===== src/rtl/video_pixel_src.sv =====
// video_pixel_src
//   Head-of-chain pixel source for the video pipeline. Walks an HSIZE x VSIZE
//   frame in raster order under a vld/rdy handshake and fills every beat with
//   a background colour, either solid or a 32x32 checkerboard. Colour and mode
//   are written over a small Avalon write-only register port. They are latched
//   into shadow registers only when the first beat of a frame is loaded, so a
//   frame never shows a mix of two settings.
//
// Ports
//   clk            pipeline clock
//   rst            synchronous active-high reset
//   avs_write      register write strobe
//   avs_address    register byte address (0x0 ctrl, 0x4 bg_color)
//   avs_writedata  register write data
//   snk_rdy        downstream ready
//   snk_vld        beat valid
//   snk_fc         frame counters (hc/vc driven, other fields zero)
//   snk_rgb        pixel colour
//   snk_sof        first beat of a frame
//   snk_eof        last beat of a frame

package video_pkg;
  localparam int FC_CNT_W = 11;

  typedef struct packed {
    logic [FC_CNT_W-1:0] hc;
    logic [FC_CNT_W-1:0] vc;
    logic                de;
    logic                hs;
    logic                vs;
  } vga_fc_t;
endpackage

module video_pixel_src
  import video_pkg::*;
#(
  parameter int RGB_SIZE = 12,
  parameter int HSIZE    = 640,
  parameter int VSIZE    = 480,
  parameter int CNT_W    = 11
) (
  input  logic                clk,
  input  logic                rst,
  input  logic                avs_write,
  input  logic [3:0]          avs_address,
  input  logic [31:0]         avs_writedata,
  input  logic                snk_rdy,
  output logic                snk_vld,
  output vga_fc_t             snk_fc,
  output logic [RGB_SIZE-1:0] snk_rgb,
  output logic                snk_sof,
  output logic                snk_eof
);

  localparam logic [CNT_W-1:0] H_LAST = CNT_W'(HSIZE - 1);
  localparam logic [CNT_W-1:0] V_LAST = CNT_W'(VSIZE - 1);

  typedef enum logic {IDLE, RUN} state_t;

  state_t state, next_state;

  logic                enable;
  logic                mode;
  logic [RGB_SIZE-1:0] bg_color;
  logic                act_mode;
  logic [RGB_SIZE-1:0] act_color;
  logic [CNT_W-1:0]    hc, vc;

  logic                xfer;
  logic                load_first;
  logic                frame_mode;
  logic [RGB_SIZE-1:0] frame_color;
  logic                nxt_vld;
  logic [CNT_W-1:0]    nxt_hc, nxt_vc;
  logic                nxt_sof, nxt_eof;
  logic [RGB_SIZE-1:0] nxt_rgb;

  // Only the low colour bits and ctrl bits 1:0 are meaningful.
  logic unused_wdata;
  assign unused_wdata = ^avs_writedata[31:RGB_SIZE];

  assign xfer = snk_vld & snk_rdy;

  // Register port; addresses other than 0x0 and 0x4 are ignored.
  always_ff @(posedge clk) begin
    if (rst) begin
      enable   <= 1'b0;
      mode     <= 1'b0;
      bg_color <= '0;
    end else if (avs_write) begin
      case (avs_address)
        4'h0: begin
          enable <= avs_writedata[0];
          mode   <= avs_writedata[1];
        end
        4'h4: bg_color <= avs_writedata[RGB_SIZE-1:0];
        default: ;
      endcase
    end
  end

  // Shadows sample the registers before any same-cycle write lands, so a
  // write coinciding with the frame reload only takes effect one frame later.
  always_ff @(posedge clk) begin
    if (rst) begin
      act_mode  <= 1'b0;
      act_color <= '0;
    end else if (load_first) begin
      act_mode  <= mode;
      act_color <= bg_color;
    end
  end

  always_ff @(posedge clk) begin
    if (rst) state <= IDLE;
    else     state <= next_state;
  end

  always_comb begin
    next_state = state;
    case (state)
      IDLE: if (enable) next_state = RUN;
      RUN:  if (xfer && snk_eof && !enable) next_state = IDLE;
      default: next_state = IDLE;
    endcase
  end

  // Computes the beat to present next cycle. The colour is derived from the
  // next counters so rgb and hc/vc are registered together.
  always_comb begin
    load_first  = 1'b0;
    nxt_vld     = snk_vld;
    nxt_hc      = hc;
    nxt_vc      = vc;
    frame_mode  = act_mode;
    frame_color = act_color;
    case (state)
      IDLE: begin
        if (enable) begin
          load_first = 1'b1;
          nxt_vld    = 1'b1;
          nxt_hc     = '0;
          nxt_vc     = '0;
        end
      end
      RUN: begin
        if (xfer) begin
          if (snk_eof) begin
            nxt_hc = '0;
            nxt_vc = '0;
            if (enable) load_first = 1'b1;
            else        nxt_vld    = 1'b0;
          end else if (hc == H_LAST) begin
            nxt_hc = '0;
            nxt_vc = vc + 1'b1;
          end else begin
            nxt_hc = hc + 1'b1;
          end
        end
      end
      default: ;
    endcase
    // The first beat of a frame already uses the values being shadowed.
    if (load_first) begin
      frame_mode  = mode;
      frame_color = bg_color;
    end
    nxt_sof = nxt_vld && (nxt_hc == '0) && (nxt_vc == '0);
    nxt_eof = nxt_vld && (nxt_hc == H_LAST) && (nxt_vc == V_LAST);
    nxt_rgb = (frame_mode && (nxt_hc[5] ^ nxt_vc[5])) ? ~frame_color : frame_color;
  end

  always_ff @(posedge clk) begin
    if (rst) begin
      snk_vld <= 1'b0;
      hc      <= '0;
      vc      <= '0;
      snk_rgb <= '0;
      snk_sof <= 1'b0;
      snk_eof <= 1'b0;
    end else begin
      snk_vld <= nxt_vld;
      hc      <= nxt_hc;
      vc      <= nxt_vc;
      snk_rgb <= nxt_rgb;
      snk_sof <= nxt_sof;
      snk_eof <= nxt_eof;
    end
  end

  always_comb begin
    snk_fc    = '0;
    snk_fc.hc = FC_CNT_W'(hc);
    snk_fc.vc = FC_CNT_W'(vc);
  end

endmodule


===== config.mk =====
export PLATFORM = sky130hd
export DESIGN_NAME = video_pixel_src
export DESIGN_NICKNAME = d
export VERILOG_FILES = /design/src/rtl/video_pixel_src.sv
export SDC_FILE = /design/constraint.sdc
export NUM_CORES = 1
export LEC_CHECK = 0
export CAP_MARGIN = 20
export CORE_AREA = 2 2 114 116
export DETAILED_ROUTE_END_ITERATION = 10
export DIE_AREA = 0 0 116 118
export GPL_ROUTABILITY_DRIVEN = 0
export PLACE_DENSITY = 0.47
export SKIP_LAST_GASP = 1
export SLEW_MARGIN = 25
export SYNTH_ARGS = -nofsm -noshare
export SYNTH_HDL_FRONTEND = slang
export SYNTH_SLANG_ARGS = --single-unit

===== constraint.sdc =====
create_clock -name clk -period 2.4 [get_ports clk]
set_input_delay 0.48 -clock clk [delete_from_list [all_inputs] [get_ports clk]]
set_output_delay 0.48 -clock clk [all_outputs]
set_load 0.01 [all_outputs]

Word-level counts from Yosys, hierarchy flattened
Cells that the tools add are included.

Bitwise logic cells: 4. Muxes and demuxes: 24. Add/subtract/negate cells: 2. Reduce and logical (&&, ||, !) cells: 13. Equal/unequal tests: 4.

Operators with widths (count): two-way mux 11 bit (8); case mux 11 bit (2 select lines) (2); two-way mux 12 bit (2); adder 11 x 1 -> 11 bit (second input constant) (2); equality test 11 x 10 -> 1 bit (second input constant) (2); zero test 11 bit (2); inverter 12 bit (1); equality test 11 x 9 -> 1 bit (second input constant) (1); two-way mux 1 bit (9); logical AND 1 bit (7); case mux 1 bit (2 select lines) (3); equality test 4 x 3 -> 1 bit (second input constant) (1); zero test 4 bit (1); AND reduction 2 bit (2); AND 1 bit (1); zero test 1 bit (1); inverter 1 bit (1); XOR 1 bit (1).

Flip-flop bits (word level): 65. Output and inout port bits: 40. Word-level logic and storage cells: 59.

Longest topological paths before layout
Depth in word-level cells: 8. Depth in mapped cells: 10. Mapped depth without buffers: 8.

Least setup slack after synthesis
Ideal clock, no wire load.

Kind: reg2reg. Start point: register hc[1]. End point: register snk_eof. Data arrival time: 2.621 ns. Stages on the path, launching flop included: 9. Library setup time: 0.088 ns. Slack: -0.308 ns. Period minus slack after synthesis: 2.708 ns. Path buffers: 0. Cell sequence: dfxtp_1 ha_1 nand4_1 or4_4 nor4_4 nand3b_1 a21boi_1 or4_1 nor4_2.

Cells in the longest elaborated chain, start to end: 8. Elaborated cells between the ends (all ways): 15. Classes of those cells: add/sub: 1; eq/ne: 3; mux: 9; reduce/logical: 2.

RTL lines: start, declared (RTL line 67) `logic [CNT_W-1:0] hc, vc;`; start signal, assigned (RTL line 183) `hc <= nxt_hc;`; adder 11 x 1 -> 11 bit / equality test 11 x 10 -> 1 bit (equally long branches) (RTL line 157, 153); two-way mux 11 bit (RTL line 153) `end else if (hc == H_LAST) begin`; two-way mux 11 bit (RTL line 148) `if (snk_eof) begin`; two-way mux 11 bit (RTL line 147) `if (xfer) begin`; case mux 11 bit (2 select lines) (RTL line 137) `case (state)`; equality test 11 x 10 -> 1 bit (RTL line 169) `nxt_eof = nxt_vld && (nxt_hc == H_LAST) && (nxt_vc == V_LAST);`; logical AND 1 bit (RTL line 169); logical AND 1 bit * (RTL line 169); end signal, assigned (RTL line 187) `snk_eof <= nxt_eof;`; end, declared (RTL line 52) `output logic snk_eof`.

Every way passes the cells marked *; elsewhere a longest branch is shown, timed or not. A chain may end at the register's enable or synchronous reset.

Final worst setup path
Start point: register hc[8]. End point: register snk_eof.

The elaborated chain is that of the path after synthesis.

==> out/metrics.cfg <==
[placed_design]
hpwlAfterDp_mm=6.22
pre_cts_ws_ps=-598
port_buffers=56

[global_routing]
antenna_found_initial=0
grt_remaining_overflow=0
grt_use_total_pct=12.8
grt_pass1_wl_mm=13.8
grt_pass1_vias=2796
grt_max_degree=63

[sta]
rsz0062_at_grt=yes
drv_slew=0
finalCritPeriodShare_pct=108
finalHoldViolations=0
setup_violations=14
fin_skew_ps=10.3
max_freq_mhz=384
period_needed_ps=2600
setup_ws_ps=-203
worstMarginPinSlew_ps=660
finalSetupTns_ps=-1400
relSlewSlack_pct=56.0

[route]
wl_per_cell_um=13.1
drt_iter0_markers=97
ant_nets=0
post-route-drc-count=0
drt_wl_total_mm=8.47
dr_total_vias=2891
vias_per_cell=4.48
first_pass_iters=4

[floorplanning]
coreArea_um2=12400
start_util_pct=24.6
die_x_um=116
fp.dieArea_um2=13700
io_pins=80
num_rows=41
die_h_um=118

[setup_path]
max_stage_delay_ps=590
setup.worst_path.class=register to register
end_kind=register
path_cells=or4b_4 > or4_4 > nor4_4 > nand3b_1 > a21boi_2 > or4_4 > nor4_2
cp.arrival_ps=2850
critPathLaunchType=register
critPathMostFrequentCell=or4_4
crit_slowest_cell=or4b_4
path_max_fanout=5
cp.required_ps=2650

[power]
seqPwrFrac_pct=44.7
ir_drop_mv=0.343
p_leak_nw=1.79
combPwrFrac_pct=3.5
switching_share_pct=23.2
clkPwrFrac_pct=51.7
internal-power_mw=1.86
power_switching_uw=562
power.density_nw_per_um2=524

[clock_tree]
cts_max_level=3
cts_root_buffer=clkbuf_16
cts-buffers-inserted=9
cts_tree=done
clock_path_buffers=2
cts_setup_buffers=0
clk_latency_ps=340
clkTransAtPathRegs_ps=60
hold_buffers=0
cts_sinks=65

[flow_run]
cap_viol_max_count=0

[logic_synthesis]
synth_edf_count=0
synthFlopType=dfxtp_1
synthCells=354
yosysSeqAreaShare_pct=42.6
avgSynthCellArea_um2=8.63
yosysWarnings=0
async_reset_ff_share_pct=0
ys_ff_latch=65
yosysTopAreaCell=dfxtp_1
ys_types=52
syn-cell-area_um2=3060
netlist_top_cells_area=dfxtp_1, mux2i_1, nor2_1
synth_top_area_share_pct=42.6

[cells_and_area]
layout-drive-gt1-share_pct=23.8
mostFrequentLayoutCells=nor2_1, buf_4, dfxtp_1
area_delta_synth_final_pct=51.5
final_nets=511
diodes=0

[status]
outcome=finished with violations
failed_checks=setup timing

[worst_hold_path]
min_path_type=primary input to register

-- critical path, delay by kind of cell (launching register included) --
family	cells	cell delay, ps
compound gates	1	170
simple gates	6	2030
flops	1	320
-- metal layers --
metal	track usage, %	wire, um
met5	0	0
met4	3.35	80
met3	4.53	474
met2	20.1	3930
met1	16.7	3980
-- synthesized netlist by cell type, drive strengths merged, types with 2 or more instances --
master	instances
a211oi	2
a21boi	2
a21oi	16
a22o	3
a2bb2oi	2
a31oi	2
and2	6
and3	4
and4b	2
buf	7
clkbuf	14
dfxtp	65
ha	2
inv	4
mux2i	30
nand2	20
nand2b	2
nand3	13
nand3b	2
nand4	7
nand4b	2
nor2	69
nor2b	8
nor3	9
nor4	7
o211ai	2
o21ai	13
o41ai	2
or2	2
or3	4
or4	5
xor2	12
-- state kept, by name (all words and copies together), names as in the netlist --
signal,flops
snk_sof,1
hc,11
bg_color,12
snk_vld,1
mode,1
vc,11
enable,1
act_color,12
snk_eof,1
act_mode,1
state,1
snk_rgb,12
-- cell type report --
cell class / instances / area [um2]
multi-input combinational: 266 / 1730
clock buffer: 10 / 239
tap: 172 / 215
clock inverter: 6 / 48.8
sequential: 65 / 1310
inverter: 4 / 15.0
timing repair buffer: 123 / 1070
fill: 1304 / 7780
-- logic make-up after synthesis --
family                   Yosys count  synth area share [%]
AND/OR/NAND/NOR                  166                  28.5
AO/OA/AOI/OAI                     52                  10.8
buffers and inverters             25                  3.56
flip-flops                        65                  42.6
adder cells (fa/ha/maj)            2                 0.819
multiplexers                      31                  10.2
XOR/XNOR                          12                  3.44
other                              1                 0.123
-- power by group through the flow --
stage	registers [mW]	logic (mW)	clock network, mW
after floorplan	1.11	0.0391	0
after global placement	1.11	0.0855	0
after detailed placement	1.11	0.0856	0
after CTS	1.08	0.0861	1.30
after global routing	1.08	0.0931	1.35
final	1.08	0.0857	1.25
-- path summary, 6_finish.rpt --
kind / endpoint / from / depth (start not counted) / slack (ps)
max: snk_eof / hc[8] / 7 / -200
min reg2reg: bg_color[0] / bg_color[0] / 2 / 490
min: snk_vld / rst / 2 / 360
max reg2reg: snk_eof / hc[8] / 7 / -200
-- stage by stage --
stage / power, mW / cells / instance area, um2 / hold WS (ps) / util (%)
3_3_place_gp: 1.19 / 630 / 4280 / 474 / 34.5
2_1_floorplan: 1.15 / 356 / 3100 / 460 / -
3_5_place_dp: 1.19 / 630 / 4280 / 487 / 34.5
6_report: 2.42 / 646 / 4630 / 355 / 37.3
4_1_cts: 2.47 / 646 / 4610 / 345 / 37.2
5_1_grt: 2.52 / 646 / 4630 / 374 / 37.3
-- what timing repair did --
item                                   in CTS  in global routing
setup endpoints to repair                  14                 21
gates resized for setup                     8                  5
endpoints found under the hold margin       0                  0
pin swaps                                   2                  9
Note: power is estimated with default switching activity, not from simulation.
